==> config.mk <==
export PLATFORM = sky130hd
export DESIGN_NAME = router_pkt_tx
export DESIGN_NICKNAME = d
export VERILOG_FILES = /design/src/rtl/router_pkg.sv /design/src/rtl/router_tx_buf.sv /design/src/rtl/router_pkt_tx.sv
export SDC_FILE = /design/constraint.sdc
export NUM_CORES = 1
export LEC_CHECK = 0
export ABC_AREA = 0
export BUFFER_PORTS_ARGS = -buffer_cell sky130_fd_sc_hd__clkbuf_2
export CORE_MARGIN = 8
export CORE_UTILIZATION = 56
export DETAILED_ROUTE_END_ITERATION = 8
export PLACE_DENSITY = 0.73
export SLEW_MARGIN = 10
export SYNTH_ARGS = -nofsm -noshare
export SYNTH_HDL_FRONTEND = slang
export SYNTH_HIERARCHICAL = 1
export SYNTH_SLANG_ARGS = --single-unit
==> constraint.sdc <==
create_clock -name clk -period 2.6 [get_ports clk]
set_input_delay 0.39 -clock clk [delete_from_list [all_inputs] [get_ports clk]]
set_output_delay 0.39 -clock clk [all_outputs]
set_load 0.02 [all_outputs]
==> src/rtl/router_pkg.sv <==
// Shared router definitions: header field widths, port count, transmitter states
// and the header/parity helpers used by the packet transmitter.
package router_pkg;

    localparam int LEN_W     = 6;
    localparam int ADDR_W    = 2;
    localparam int NUM_PORTS = 3;

    typedef enum logic [2:0] {
        ST_IDLE    = 3'd0,
        ST_COLLECT = 3'd1,
        ST_HEADER  = 3'd2,
        ST_PAYLOAD = 3'd3,
        ST_PARITY  = 3'd4,
        ST_GAP     = 3'd5
    } tx_state_t;

    function automatic logic [7:0] pack_header(input logic [LEN_W-1:0]  len_v,
                                               input logic [ADDR_W-1:0] dest_v);
        return {len_v, dest_v};
    endfunction

    function automatic logic [7:0] parity_update(input logic [7:0] acc_v,
                                                 input logic [7:0] byte_v);
        return acc_v ^ byte_v;
    endfunction

endpackage

==> src/rtl/router_tx_buf.sv <==
// Payload buffer: 64x8 register array, one synchronous write port and one
// combinational read port. The data array is intentionally not reset.
module router_tx_buf (
    input  logic       clk,
    input  logic       we,
    input  logic [5:0] waddr,
    input  logic [7:0] wdata,
    input  logic [5:0] raddr,
    output logic [7:0] rdata
);

    logic [7:0] mem_r [64];

    // Write port
    always_ff @(posedge clk) begin
        if (we) begin
            mem_r[waddr] <= wdata;
        end
    end

    assign rdata = mem_r[raddr];

endmodule

==> src/rtl/router_pkt_tx.sv <==
// Router input-port packet transmitter: buffers a whole payload, then sends
// header, payload and parity back-to-back under busy back-pressure.
module router_pkt_tx
    import router_pkg::*;
#(
    parameter int GAP_CYCLES = 3
) (
    input  logic              clk,
    input  logic              resetn,
    input  logic              start,
    input  logic [ADDR_W-1:0] dest,
    input  logic [LEN_W-1:0]  len,
    input  logic              corrupt_parity,
    input  logic [7:0]        pl_data,
    input  logic              pl_valid,
    output logic              pl_ready,
    input  logic              busy,
    output logic [7:0]        data_out,
    output logic              pkt_valid,
    output logic              tx_done,
    output logic              req_err,
    output logic              idle
);

    localparam int GAP_W = (GAP_CYCLES > 1) ? $clog2(GAP_CYCLES) : 1;

    tx_state_t         state_r, state_nx_s;
    logic [ADDR_W-1:0] dest_r;
    logic [LEN_W-1:0]  len_r;
    logic              corrupt_r;
    logic [5:0]        wr_cnt_r;
    logic [5:0]        rd_ptr_r;
    logic [7:0]        parity_r;
    logic [GAP_W-1:0]  gap_cnt_r;
    logic [7:0]        data_out_r;
    logic              pkt_valid_r, pl_ready_r, tx_done_r, req_err_r, idle_r;
    logic              accept_s, reject_s, wr_en_s;
    logic [7:0]        rd_data_s;

    router_tx_buf u_buf (
        .clk   (clk),
        .we    (wr_en_s),
        .waddr (wr_cnt_r),
        .wdata (pl_data),
        .raddr (rd_ptr_r),
        .rdata (rd_data_s)
    );

    // Next-state and request/capture decode
    always_comb begin
        state_nx_s = state_r;
        accept_s   = 1'b0;
        reject_s   = 1'b0;
        wr_en_s    = 1'b0;
        case (state_r)
            ST_IDLE: begin
                if (start) begin
                    if ((dest >= ADDR_W'(NUM_PORTS)) || (len == {LEN_W{1'b0}})) begin
                        reject_s = 1'b1;
                    end else begin
                        accept_s   = 1'b1;
                        state_nx_s = ST_COLLECT;
                    end
                end else begin
                    state_nx_s = ST_IDLE;
                end
            end
            ST_COLLECT: begin
                wr_en_s = pl_valid & pl_ready_r;
                if (wr_en_s && (wr_cnt_r == (len_r - 6'd1))) begin
                    state_nx_s = ST_HEADER;
                end else begin
                    state_nx_s = ST_COLLECT;
                end
            end
            ST_HEADER: begin
                if (!busy) begin
                    state_nx_s = ST_PAYLOAD;
                end else begin
                    state_nx_s = ST_HEADER;
                end
            end
            ST_PAYLOAD: begin
                // rd_ptr_r == len_r means the last payload byte is on data_out
                if (!busy && (rd_ptr_r == len_r)) begin
                    state_nx_s = ST_PARITY;
                end else begin
                    state_nx_s = ST_PAYLOAD;
                end
            end
            ST_PARITY: begin
                if (!busy) begin
                    state_nx_s = ST_GAP;
                end else begin
                    state_nx_s = ST_PARITY;
                end
            end
            ST_GAP: begin
                if (gap_cnt_r == GAP_W'(GAP_CYCLES - 1)) begin
                    state_nx_s = ST_IDLE;
                end else begin
                    state_nx_s = ST_GAP;
                end
            end
            default: state_nx_s = ST_IDLE;
        endcase
    end

    // State register, counters, parity accumulator and registered outputs
    always_ff @(posedge clk or negedge resetn) begin
        if (!resetn) begin
            state_r     <= ST_IDLE;
            dest_r      <= {ADDR_W{1'b0}};
            len_r       <= {LEN_W{1'b0}};
            corrupt_r   <= 1'b0;
            wr_cnt_r    <= 6'd0;
            rd_ptr_r    <= 6'd0;
            parity_r    <= 8'd0;
            gap_cnt_r   <= {GAP_W{1'b0}};
            data_out_r  <= 8'd0;
            pkt_valid_r <= 1'b0;
            pl_ready_r  <= 1'b0;
            tx_done_r   <= 1'b0;
            req_err_r   <= 1'b0;
            idle_r      <= 1'b1;
        end else begin
            state_r    <= state_nx_s;
            pl_ready_r <= (state_nx_s == ST_COLLECT);
            idle_r     <= (state_nx_s == ST_IDLE);
            req_err_r  <= reject_s;
            tx_done_r  <= 1'b0;
            case (state_r)
                ST_IDLE: begin
                    data_out_r  <= 8'd0;
                    pkt_valid_r <= 1'b0;
                    if (accept_s) begin
                        dest_r    <= dest;
                        len_r     <= len;
                        corrupt_r <= corrupt_parity;
                        wr_cnt_r  <= 6'd0;
                        parity_r  <= pack_header(len, dest);
                    end
                end
                ST_COLLECT: begin
                    if (wr_en_s) begin
                        wr_cnt_r <= wr_cnt_r + 6'd1;
                        parity_r <= parity_update(parity_r, pl_data);
                    end
                    if (state_nx_s == ST_HEADER) begin
                        data_out_r  <= pack_header(len_r, dest_r);
                        pkt_valid_r <= 1'b1;
                        rd_ptr_r    <= 6'd0;
                    end
                end
                ST_HEADER: begin
                    if (!busy) begin
                        data_out_r <= rd_data_s;
                        rd_ptr_r   <= rd_ptr_r + 6'd1;
                    end
                end
                ST_PAYLOAD: begin
                    if (!busy) begin
                        if (rd_ptr_r == len_r) begin
                            data_out_r  <= parity_r ^ {8{corrupt_r}};
                            pkt_valid_r <= 1'b0;
                        end else begin
                            data_out_r <= rd_data_s;
                            rd_ptr_r   <= rd_ptr_r + 6'd1;
                        end
                    end
                end
                ST_PARITY: begin
                    if (!busy) begin
                        data_out_r <= 8'd0;
                        tx_done_r  <= 1'b1;
                        gap_cnt_r  <= {GAP_W{1'b0}};
                    end
                end
                ST_GAP: begin
                    gap_cnt_r <= gap_cnt_r + {{(GAP_W-1){1'b0}}, 1'b1};
                end
                default: begin
                    data_out_r  <= 8'd0;
                    pkt_valid_r <= 1'b0;
                end
            endcase
        end
    end

    assign data_out  = data_out_r;
    assign pkt_valid = pkt_valid_r;
    assign pl_ready  = pl_ready_r;
    assign tx_done   = tx_done_r;
    assign req_err   = req_err_r;
    assign idle      = idle_r;

endmodule
Word-level counts from Yosys, hierarchy flattened
Memory sizes are Yosys's and may differ from the RTL's.
Index checks and enable logic that the tools add are counted.
Word-level totals
  bits in registers: 47
  memory bits (writable): 512
  input port bits: 22
  output and inout port bits: 13
  logic and storage cells: 102
  memories kept: 1
Memory list
  u_buf.mem_r: words 64, width 8, read ports 1, clocked after memory_dff 0, write ports 1, RTL line router_tx_buf.sv:12  | logic [7:0] mem_r [64];
Operators by class
  add/subtract/negate cells: 4
  order comparisons: 1
  equal/unequal tests: 18
  muxes and demuxes: 42
  bitwise operators: 5
  reduce and logical (&&, ||, !) cells: 17
Operators with widths (number)
  8-bit two-way mux: 7
  8-bit case mux with 5 select lines: 1
  6-bit two-way mux: 6
  3-bit case mux with 6 select lines: 1
  6-bit case mux with 3 select lines: 1
  1-bit two-way mux: 16
  8-bit case mux with 2 select lines: 1
  8-bit bitwise XOR: 2
  2-bit != test (second input constant): 7
  6-bit by 1-bit adder with 6-bit output (second input constant): 2
  6-bit == test: 2
  3-bit two-way mux: 4
  6-bit case mux with 2 select lines: 1
  5-bit AND reduction: 2
  3-bit by 2-bit == test with 1-bit output (second input constant): 3
  3-bit by 1-bit == test with 1-bit output (second input constant): 2
  3-bit == test (second input constant): 2
  3-bit zero test: 2
  6-bit zero test: 1
  6-bit by 1-bit subtractor with 6-bit output (second input constant): 1
  2-bit two-way mux: 2
  2-bit case mux with 2 select lines: 1
  2-bit AND reduction: 2
  4-bit AND reduction: 1
  other kinds (14): 17

Longest topological paths before layout
  depth in word-level cells: 8
  depth in mapped cells: 11
  mapped depth without buffers: 7

By module
Netlist, hierarchy kept.
Modules (own cells, without submodules)
  router_tx_buf: times used 1, cells an instance 932, area each 20006.7 um^2, seq. area each 15374.7 um^2
  router_pkt_tx: times used 1, cells an instance 289, area each 2668.8 um^2, seq. area each 1177.4 um^2

Worst setup path before layout
Ideal clock, no wire load.
  path type: flip-flop to flip-flop
  start point: register rd_ptr_r[0]
  end point: register data_out_r[7] (netlist: data_out[7])
  setup time: 127 ps
  arrival time: 2614 ps
  data required time: 2473 ps
  path slack: -141 ps
  cell stages (with the launch flop): 9
  buffers on the path: 2
  clock period less this slack: 2741 ps
  path through: dfrtp_1 > buf_6 > buf_4 > mux4_2 > mux4_2 > o21ai_0 > nand2_1 > a221o_1 > mux2_1
On the way
  elaborated cells on any way between the ends: 12
  those cells by class: eq/ne: 3; mux: 6; reduce/logical: 2; memory: 1
RTL lines
  start, declared: RTL line router_pkt_tx.sv:32  | logic [5:0] rd_ptr_r;
  start signal, assigned: RTL line router_pkt_tx.sv:158  | rd_ptr_r <= rd_ptr_r + 6'd1;
  start signal, assigned: RTL line router_pkt_tx.sv:168  | rd_ptr_r <= rd_ptr_r + 6'd1;
  memory read 64 x 8 bit (*)
  named net rd_data_s[7]: RTL line router_pkt_tx.sv:38  | logic [7:0] rd_data_s;
  8-bit two-way mux: RTL line router_pkt_tx.sv:163  | if (rd_ptr_r == len_r) begin
  8-bit two-way mux: RTL line router_pkt_tx.sv:162  | if (!busy) begin
  8-bit case mux with 5 select lines (*): RTL line router_pkt_tx.sv:132  | case (state_r)
  end signal, assigned: RTL line router_pkt_tx.sv:157  | data_out_r <= rd_data_s;
  end signal, assigned: RTL line router_pkt_tx.sv:164  | data_out_r <= parity_r ^ {8{corrupt_r}};
  end signal, assigned: RTL line router_pkt_tx.sv:167  | data_out_r <= rd_data_s;
  end, declared: RTL line router_pkt_tx.sv:35  | logic [7:0] data_out_r;
The timed path passes the listed nets; every way through them passes the cells marked *. The select of a mux whose other input is x is not followed.
A chain may end at the register's enable or synchronous reset.

Final worst setup path
  start point: register rd_ptr_r[0]
  end point: register data_out_r[3] (netlist: data_out[3])
Same word-level chain as after synthesis.

==> summary.md <==
| Metric | Value |
|---|---|
| Number of nets in the finished design | 1497 |
| Yosys Warn Count | 6 |
| End-of-flow core utilization | between 60% and 70% |
| Count of mapped cells out of synthesis | between 1000 and 1500 |
| Outcome | complete, but fails checks |
| Peak supply drop | 0.652 mV |
| Setup violations, final | 8 |
| Leakage power | 9.35 nW |
| Worst Path Max Fanout | 6 |
| Pin count of the biggest net entering global routing | 48 |
| Number of remaining DRC errors | 0 |
| Post-layout minimum cycle time | 2940 ps |
| Fillers | between 2000 and 3000 |
| Clock tree from TritonCTS | yes |
| Number of H-tree levels | 2 |
| Wire length of the first global-routing pass | approximately 81000 um |
| Port Buf Inserts | 34 |
| Diodes inserted | 0 |
| Final Cell Area | between 20000 and 30000 um2 |
| Number of cell instances on the worst register-to-register path | 9 |
| Overall power after layout | 26.6 mW |
| Crit. Startpoint | rd_ptr_r[0] |
| Global route hottest layer | met2 |
| Met2 Track Usage GR | 36.6% |
| Period utilization | 113% |
| Post-Route Skew | 11.7 ps |
| Relative slew margins | 40.1% |
| Pin slew with the least headroom to its limit | 898 ps |
| Critical setup path kind | reg2reg |
| Fmax | 340 MHz |
| Capture point of the worst path | data_out[3] |
| Final worst-path setup slack | -337 ps |
| Critical path startpoint category | flip-flop |
| Switching share of total power | between 20% and 30% |
| Global routing met1 resource utilization | between 30% and 40% |
| Drt pass-1 iters | 7 |
| Arrival time worst endpoint | between 3000 and 4000 ps |
| Reg-to-reg endpoint | data_out[3] |
| Cell area after synthesis | 22700 um2 |
| Ratio of cells with drive above 1 in the final layout | 34.9% |
| Library cells used by synthesis | 64 |
| Vias in the first global route | 12600 |
| Total gr overflow | 0 |
| Routed Antenna Nets | 0 |
| Routed length per placed instance | around 27 um |
| Area occupied by multi-input gates | approximately 5900 um2 |
| Die width | about 220 um |
| Synthesis-to-finish area growth | 19.7% |
| Placeable Area | ~40000 um2 |
| Register bit count reported by yosys | ~560 |
| Number of buffers created by CTS | 54 |
| TNS Setup | -2220 ps |
| Antenna violations before repair | 1 |
| Number of rows created at floorplan | 73 |
| Sequential Area | about 17000 um2 |
| Violations in the final reports | negative setup slack |
| Element type at the critical path end | flip-flop |
| Register share of total power | 39.5% |
| Instance area at placement | 24900 um2 |
| Vias after detailed routing | 12700 |
| Crit path required time | between 3000 and 4000 ps |
| NetSw | about 7.7 mW |
| Most common cell after layout, fill and taps aside | sky130_fd_sc_hd__edfxtp_1 |
| Total die area | 47200 um2 |
| Share of async-settable or async-resettable flops after synthesis | about 8.4% |
| Number of max-capacitance violations reported | 0 |
| Flop-to-flop setup slack | -340 ps |
| Pwr Density | 979 nW/um2 |
| Buffer depth of the longest clock path | 3 |
| Clk sinks | 559 |
| Final hold vios | 0 |
| Combinational share of power | 31.4% |
| Starting Density | between 50% and 60% |
| Number of flops mapped to enable cells by yosys | about 510 |
| Final wirelength | 54100 um |
| I/O Pins | 35 |
| Weighted congestion reported at the end of routability-driven placement | about 0.85 |
| Commonest cells after routing, fill and taps aside | sky130_fd_sc_hd__edfxtp_1 (512), sky130_fd_sc_hd__buf_4 (189), sky130_fd_sc_hd__mux4_2 (126), sky130_fd_sc_hd__nor2_1 (99), sky130_fd_sc_hd__nand2_1 (61) |
| First DRT Iteration DRCs | 1394 |
| Dominant synthesized flop cell | sky130_fd_sc_hd__edfxtp_1 |
| GR met3 Demand/Resource | under 10% |
| Path class of the lowest-slack min-delay path | in2reg |
| Clock transition at path regs | 60 ps |
| Power share of the clock group | 29.1% |
| Sequential-to-total area share from yosys stat | 73.0% |
| Y dimension of the die | about 220 um |
| Critical register-to-register path startpoint | rd_ptr_r[0] |
| Number of max-slew violations in the final report | 0 |
| Overall fraction of global-route tracks in use | 22.9% |
| Latest clock arrival within the worst-skew pair | 600 ps |
| Clock root buffer master | sky130_fd_sc_hd__clkbuf_16 |
| Design internal power | roughly 19 mW |
| Syn nets | 1247 |
| Post-synthesis average cell area | around 19 um2 |
| Estimated wirelength of the detail-placed design | 35500 um |
| Unrepaired setup endpoints after global routing | true |
| Ratio of routed vias to standard cells | between 6 and 7 |
## area by class of cell
type	instances	share of cell area, %
sequential	559	61.0
multi-input combinational	590	21.9
timing repair buffer	259	8.10
clock buffer	66	5.37
tap	525	2.42
clock inverter	35	1.10
inverter	7	0.0968
## registers in the layout, indices dropped and copies added (netlist names), 2 cells and up
signal,cells
wr_cnt_r,6
parity_r,8
dest_r,2
len_r,6
state_r,3
data_out,8
rd_ptr_r,6
gap_cnt_r,2
u_buf/mem_r,512
## worst min-delay path by stage
stage | start | end | depth (start not counted)
6_report | dest[1] | dest_r[1] | 3
5_1_grt | len[2] | len_r[2] | 3
3_3_place_gp | gap_cnt_r[1] | gap_cnt_r[1] | 2
2_1_floorplan | resetn | corrupt_r | 0
4_1_cts | dest[1] | dest_r[1] | 3
3_5_place_dp | gap_cnt_r[1] | gap_cnt_r[1] | 2
## synthesized netlist by cell type (all sizes together), types with 13 or more instances
cell type    n  share of area, %
edfxtp     512                68
mux4       126                13
nor2       103               1.7
nand2       62               1.0
dfrtp       46               5.1
o21ai       39              0.86
buf         38               1.2
clkbuf      27              0.45
mux2i       23               1.0
nand3       23              0.51
mux2        22               1.1
nor2b       17              0.47
nor3        16              0.38
a21oi       13              0.29
xor2        13              0.50
## per-stage QoR
step | hold WS [ps] | worst slack, ps | cells
final | 34.2 | -337 | 2041
after global routing | 40.0 | -367 | 2041
after CTS | 8.35 | -299 | 2030
after detailed placement | 481 | -422 | 1924
after global placement | 475 | -412 | 1924
after floorplan | 94.4 | -18.5 | 1221
## what timing repair did
action	4_1_cts	5_1_grt
setup buffers	2	10
hold buffers	2	0
gates cloned	1	2
gates resized for setup	20	50
endpoints found under the hold margin	47	0
pin swaps	1	14
endpoints found under the setup margin	8	73
## layer usage
layer	up-vias	wire length (um)
met2	558	26300
met5	-	0
met1	6583	21800
met4	0	1590
li1	5429	-
met3	112	4400
## critical path, cell delays in order (launching register included)
cell and delay, ps:
sky130_fd_sc_hd__dfrtp_4 440, sky130_fd_sc_hd__buf_8 140, sky130_fd_sc_hd__buf_12 170, sky130_fd_sc_hd__buf_12 130
sky130_fd_sc_hd__mux4_2 530, sky130_fd_sc_hd__mux4_2 530, sky130_fd_sc_hd__o21ai_2 150, sky130_fd_sc_hd__o41ai_2 130
sky130_fd_sc_hd__a221o_1 330, sky130_fd_sc_hd__mux2_2 270
## power groups by stage
| stage | Combinational (mW) | Clock [mW] | Sequential (mW) |
|---|---|---|---|
| 2_1_floorplan | 4.72 | 0 | 10.6 |
| 3_3_place_gp | 7.28 | 0 | 10.7 |
| 3_5_place_dp | 7.42 | 0 | 10.7 |
| 4_1_cts | 7.72 | 7.83 | 10.5 |
| 5_1_grt | 8.81 | 8.15 | 10.5 |
| 6_report | 8.35 | 7.74 | 10.5 |
## logic make-up (layout without fill, tap and decap cells)
| group | Yosys count | in the layout | share of synthesized area [%] |
|---|---|---|---|
| fa+ha+maj | 4 | 4 | 0.221 |
| flops | 559 | 559 | 73.0 |
| mux | 171 | 171 | 14.6 |
| xor+xnor | 25 | 25 | 0.966 |
| simple gates | 262 | 262 | 5.35 |
| buf+inv | 72 | 367 | 1.75 |
| compound gates | 128 | 128 | 4.09 |
(Power assumes the default switching activity.)
